==> config.mk <==
export PLATFORM = sky130hd
export DESIGN_NAME = sram_arbiter
export DESIGN_NICKNAME = d
export VERILOG_FILES = /design/src/rtl/sram_arbiter.sv
export SDC_FILE = /design/constraint.sdc
export NUM_CORES = 1
export LEC_CHECK = 0
export CORE_ASPECT_RATIO = 0.75
export CORE_UTILIZATION = 32
export CTS_CLUSTER_DIAMETER = 100
export DETAILED_ROUTE_END_ITERATION = 12
export GPL_ROUTABILITY_DRIVEN = 0
export GPL_TIMING_DRIVEN = 0
export PLACE_DENSITY = 0.85
export SETUP_SLACK_MARGIN = 0.3
export SLEW_MARGIN = 30
export SYNTH_ARGS = -nofsm -noshare
export SYNTH_HDL_FRONTEND = slang
export SYNTH_SLANG_ARGS = --single-unit
==> constraint.sdc <==
create_clock -name clk -period 1.6 [get_ports clk]
set_clock_uncertainty 0.15 [all_clocks]
set_input_delay 0.32 -clock clk [delete_from_list [all_inputs] [get_ports clk]]
set_output_delay 0.32 -clock clk [all_outputs]
set_load 0.02 [all_outputs]
==> src/rtl/sram_arbiter.sv <==
// sram_arbiter: round-robin arbiter/sequencer sharing one SRAM controller
// among NUM_REQ requesters. One command is latched in S_IDLE. It is issued as
// a single-cycle read or write pulse once mem_ready is high. The arbiter
// then waits for mem_ack and returns a one-cycle one-hot ack to the winner.
//
// Optional build macro: ARB_TIMEOUT_EN adds an S_WAIT watchdog. After
// TIMEOUT_CYCLES cycles without mem_ack, the transaction completes with err=1.
//
// Ports:
//   clk, rst                  clock, synchronous active-high reset
//   req/req_we                per-requester request and write select
//   req_addr/req_wdata        packed per-requester address / write data
//   ack, rdata, err           completion pulse, read data, error flag
//   grant_id, busy            latched winner index, not-idle indicator
//   mem_read_req/write_req    one-cycle command pulses to the controller
//   mem_addr/mem_wdata        latched command address / data
//   mem_ready/ack/rdata       controller handshake and read data
module sram_arbiter #(
  parameter int NUM_REQ        = 4,
  parameter int ADDR_W         = 8,
  parameter int DATA_W         = 16,
  parameter int TIMEOUT_CYCLES = 16
) (
  input  logic                         clk,
  input  logic                         rst,
  input  logic [NUM_REQ-1:0]           req,
  input  logic [NUM_REQ-1:0]           req_we,
  input  logic [NUM_REQ*ADDR_W-1:0]    req_addr,
  input  logic [NUM_REQ*DATA_W-1:0]    req_wdata,
  output logic [NUM_REQ-1:0]           ack,
  output logic [DATA_W-1:0]            rdata,
  output logic                         err,
  output logic [$clog2(NUM_REQ)-1:0]   grant_id,
  output logic                         busy,
  output logic                         mem_read_req,
  output logic                         mem_write_req,
  output logic [ADDR_W-1:0]            mem_addr,
  output logic [DATA_W-1:0]            mem_wdata,
  input  logic                         mem_ready,
  input  logic                         mem_ack,
  input  logic [DATA_W-1:0]            mem_rdata
);

  localparam int          IDW = $clog2(NUM_REQ);
  localparam int unsigned NR  = NUM_REQ;

  typedef enum logic [1:0] {S_IDLE, S_ISSUE, S_WAIT, S_RESP} state_t;

  state_t         state, state_nxt;
  logic [IDW-1:0] ptr;
  logic [IDW-1:0] win_id;
  logic           win_vld;
  logic           we_lat;

`ifdef ARB_TIMEOUT_EN
  localparam int          TW      = $clog2(TIMEOUT_CYCLES);
  localparam logic [TW-1:0] TO_LAST = TW'(TIMEOUT_CYCLES - 1);
  logic [TW-1:0] to_cnt;
  logic          err_lat;
  logic          to_hit;
  assign to_hit = (state == S_WAIT) && !mem_ack && (to_cnt == TO_LAST);
`else
  // Watchdog limit is meaningless without the watchdog.
  logic unused_timeout;
  assign unused_timeout = ^TIMEOUT_CYCLES;
`endif

  // Round-robin search starting just after the last winner.
  always_comb begin
    int unsigned    cand;
    logic [IDW-1:0] cand_id;
    win_vld = 1'b0;
    win_id  = '0;
    cand    = 0;
    cand_id = '0;
    for (int unsigned i = 1; i <= NR; i++) begin
      cand    = (32'(ptr) + i) % NR;
      cand_id = IDW'(cand);
      if (!win_vld && req[cand_id]) begin
        win_vld = 1'b1;
        win_id  = cand_id;
      end
    end
  end

  always_comb begin
    state_nxt     = state;
    mem_read_req  = 1'b0;
    mem_write_req = 1'b0;
    case (state)
      S_IDLE:  if (win_vld) state_nxt = S_ISSUE;
      S_ISSUE: begin
        mem_read_req  = !we_lat && mem_ready;
        mem_write_req = we_lat && mem_ready;
        if (mem_ready) state_nxt = S_WAIT;
      end
      S_WAIT: begin
        if (mem_ack) state_nxt = S_RESP;
`ifdef ARB_TIMEOUT_EN
        else if (to_hit) state_nxt = S_RESP;
`endif
      end
      S_RESP:  state_nxt = S_IDLE;
      default: state_nxt = S_IDLE;
    endcase
  end

  always_ff @(posedge clk) begin
    if (rst) begin
      state     <= S_IDLE;
      ptr       <= IDW'(NR - 1);
      grant_id  <= '0;
      we_lat    <= 1'b0;
      mem_addr  <= '0;
      mem_wdata <= '0;
      rdata     <= '0;
    end else begin
      state <= state_nxt;
      case (state)
        S_IDLE: if (win_vld) begin
          grant_id  <= win_id;
          we_lat    <= req_we[win_id];
          mem_addr  <= req_addr[win_id*ADDR_W +: ADDR_W];
          mem_wdata <= req_wdata[win_id*DATA_W +: DATA_W];
        end
        S_WAIT: if (mem_ack && !we_lat) rdata <= mem_rdata;
        S_RESP: ptr <= grant_id;
        default: ;
      endcase
    end
  end

`ifdef ARB_TIMEOUT_EN
  always_ff @(posedge clk) begin
    if (rst) begin
      to_cnt  <= '0;
      err_lat <= 1'b0;
    end else if (state == S_ISSUE) begin
      to_cnt  <= '0;
      err_lat <= 1'b0;
    end else if (state == S_WAIT) begin
      to_cnt <= to_cnt + 1'b1;
      if (to_hit) err_lat <= 1'b1;
    end
  end
  assign err = (state == S_RESP) && err_lat;
`else
  assign err = 1'b0;
`endif

  always_comb begin
    ack = '0;
    if (state == S_RESP) ack[grant_id] = 1'b1;
  end

  assign busy = (state != S_IDLE);

endmodule

==> run_results.csv <==
group,metric,value,unit
clock_network,clk_latency,0.30,ns
layout,final_cell_mix,"clkdlybuf4s50_1, buf_4, mux2i_1",
detailed_routing,drt_first_pass_iters,4,
grt,grt_pass1_vias,2911,
power_and_ir_drop,max-vdd-ir-drop,0.000662,V
synthesis,ys.flop_type,"dfxtp_1",
placed_design,placed_area,4570,um2
layout,fin_nets,601,
synthesis,syn_area,2550,um2
synthesis,yosysTopAreaCell,"dfxtp_1",
clock_network,clkSlewWorstSetupHoldPaths,0.09,ns
grt,grt_pass1_wl,14.5,mm
floorplanning,die_h,79.4,um
layout,syn2layout_area_growth,107,%
placed_design,numPortBuffers,172,
synthesis,synth_cells,270,
layout,multi_input_area,1910,um2
synthesis,ys_async_sr_fraction,0,
layout,drive_gt1_frac,0.494,
hold_path,worstHoldPathType,"reg2reg",
power_and_ir_drop,powerDensity,1160,nW/um2
flow_run,max_cap_violations,0,
layout,diodes,0,
critical_path,slowest_stage,"dfxtp_4",
timing,fmax,0.555,GHz
synthesis,yosysTopAreaCellShare,0.368,
run_status,violations,"negative setup slack",
critical_path,required,1.63,ns
layout,design_area,5300,um2
floorplanning,ios,174,
detailed_routing,antenna_left,0,
floorplanning,start_util,0.339,
clock_network,clockRootBuffer,"clkbuf_8",
clock_network,cts_tree,"built",
timing,rsz0062_at_grt,"true",
critical_path,cp_top_family,"buffers and inverters",
floorplanning,rows,27,
grt,antenna_found_initial,0,
clock_network,cts_made_buffers,5,
grt,grt-ovfl-total,0,
power_and_ir_drop,power_leakage,2.17,nW
grt,grt_max_degree,15,
layout,num-fill-cells,569,
detailed_routing,drt-initial-drc-count,68,
critical_path,path_buf_inv,2,
synthesis,yosys_warnings,0,
synthesis,synth-seq-cells,47,
critical_path,crit_chain,"nand2b_4 -> a21oi_2 -> a211oi_2 -> buf_6 -> buf_12 -> mux2i_2 -> o221ai_2",
floorplanning,design.die.area,8350,um2
clock_network,cts.path.max_buffers,2,
timing,fin_ws,-0.203,ns
synthesis,syn-num-nets,398,
critical_path,start_kind,"register",
critical_path,critPathArrivalTime,1.83,ns
run_status,status,"finished with violations",
detailed_routing,vias,2837,
timing,post-route-period-util,1.13,
detailed_routing,wl_per_cell,17.4,um
synthesis,ys_seq_area_frac,0.368,
critical_path,crit_path_end_kind,"register",
placed_design,dpl.hpwl,6.74,mm
floorplanning,die_w,105,um
critical_path,cp_slowest_stage_delay,0.38,ns
critical_path,worst-setup-path-type,"reg2reg",
clock_network,ctsHtreeMaxLevel,2,
floorplanning,core,7530,um2
detailed_routing,wirelength,10.0,mm
timing,finalWorstPathRequiredPeriod,1.80,ns
detailed_routing,via_per_inst,4.93,
synthesis,synth_edf_count,0,
synthesis,syn_avg_cell_area,9.46,um2
layout,final_common_cell,"clkdlybuf4s50_1",
detailed_routing,drc_errors,0,
synthesis,synth_cell_types,31,
clock_network,clkSinkCount,47,
critical_path,path_max_fanout,10,
timing,final-max-slew-violation-count,0,
timing,hold_viol,0,
layout,regArea,985,um2
synthesis,yosys-top-cells-area,"dfxtp_1, mux2i_1, nand2_1",
placed_design,dpl_worst_slack,-0.913,ns
timing,finalSetupViolCount,38,
grt,grt_usage,0.223,
==> cell usage after synthesis, types with 2 or more instances <==
master / instances
dfxtp_1: 47
a21oi_1: 19
buf_12: 4
o221ai_1: 11
o221ai_2: 14
clkbuf_1: 5
nand2_1: 62
nor2_1: 12
buf_4: 3
buf_6: 2
nand2b_1: 7
ha_1: 4
buf_2: 4
mux2i_1: 51
nor3_1: 4
and3_1: 2
inv_1: 5
==> layer usage <==
layer  vias to the layer above  global-route usage  routed length (um)
met2                       115               0.411                5040
met1                      1337               0.272                4260
met3                        16              0.0359                 486
li1                       1369                   -                   -
met5                         -                   0                   0
met4                         0              0.0563                 216
==> per-stage QoR <==
stage	power [mW]	util	cells	setup TNS, ns	hold slack [ns]
global route	6.46	0.704	575	-7.54	0.331
detailed placement	4.79	0.607	543	-29.92	0.294
CTS	5.77	0.653	567	-5.15	0.314
floorplan	3.49	-	270	0	0.239
finish	6.15	0.704	575	-5.29	0.316
global placement	4.71	0.607	543	-27.50	0.289
==> worst reg2reg max path: stages (launching register included) <==
cell and delay, ns:
dfxtp_4 0.38, nand2b_4 0.13, a21oi_2 0.05, a211oi_2 0.22
buf_6 0.22, buf_12 0.19, mux2i_2 0.24, o221ai_2 0.11
==> sequential cells by signal (all words and copies together), names as in the netlist <==
| register | count |
|---|---|
| mem_wdata | 16 |
| rdata | 16 |
| mem_addr | 8 |
| grant_id | 2 |
| ptr | 2 |
| state | 2 |
| we_lat | 1 |
==> worst paths after layout <==
kind / cells after the start / end / slack (ns) / from
min: 2 / rdata[0] / 0.32 / rdata[0]
max: 7 / mem_wdata[14] / -0.20 / ptr[0]
max reg2reg: 7 / mem_wdata[14] / -0.20 / ptr[0]
min reg2reg: 2 / rdata[0] / 0.32 / rdata[0]
==> power by group <==
| group | internal, mW | leakage [nW] | switching, mW |
|---|---|---|---|
| registers | 1.56 | 0.397 | 0.300 |
| clock network | 0.350 | 0.0482 | 0.420 |
| logic | 1.84 | 1.72 | 1.68 |
| total | 3.75 | 2.17 | 2.40 |
==> area by class of cell <==
cell class,instances,area share
plain buffers,19,0.0456
multi-input cells,199,0.360
repair buffers,196,0.362
flip-flops and latches,47,0.186
inverters,5,0.00543
clock buffers,7,0.0163
clock inverters,1,0.000944
well taps,101,0.0238
==> cell families after synthesis <==
| family | share of synthesized area |
|---|---|
| fa+ha+maj | 0.0196 |
| other cells | 0.00147 |
| buf+inv | 0.0774 |
| simple gates | 0.156 |
| mux | 0.200 |
| compound gates | 0.178 |
| flops | 0.368 |
==> repair_timing <==
| item | in CTS | in global routing |
|---|---|---|
| cloned | 2 | 1 |
| hold buffers | 0 | 0 |
| resized for setup | 306 | 101 |
| setup endpoints to repair | 95 | 88 |
| setup buffers | 14 | 7 |
| pin swaps | 39 | 20 |
Power figures use the tool's default switching activity.
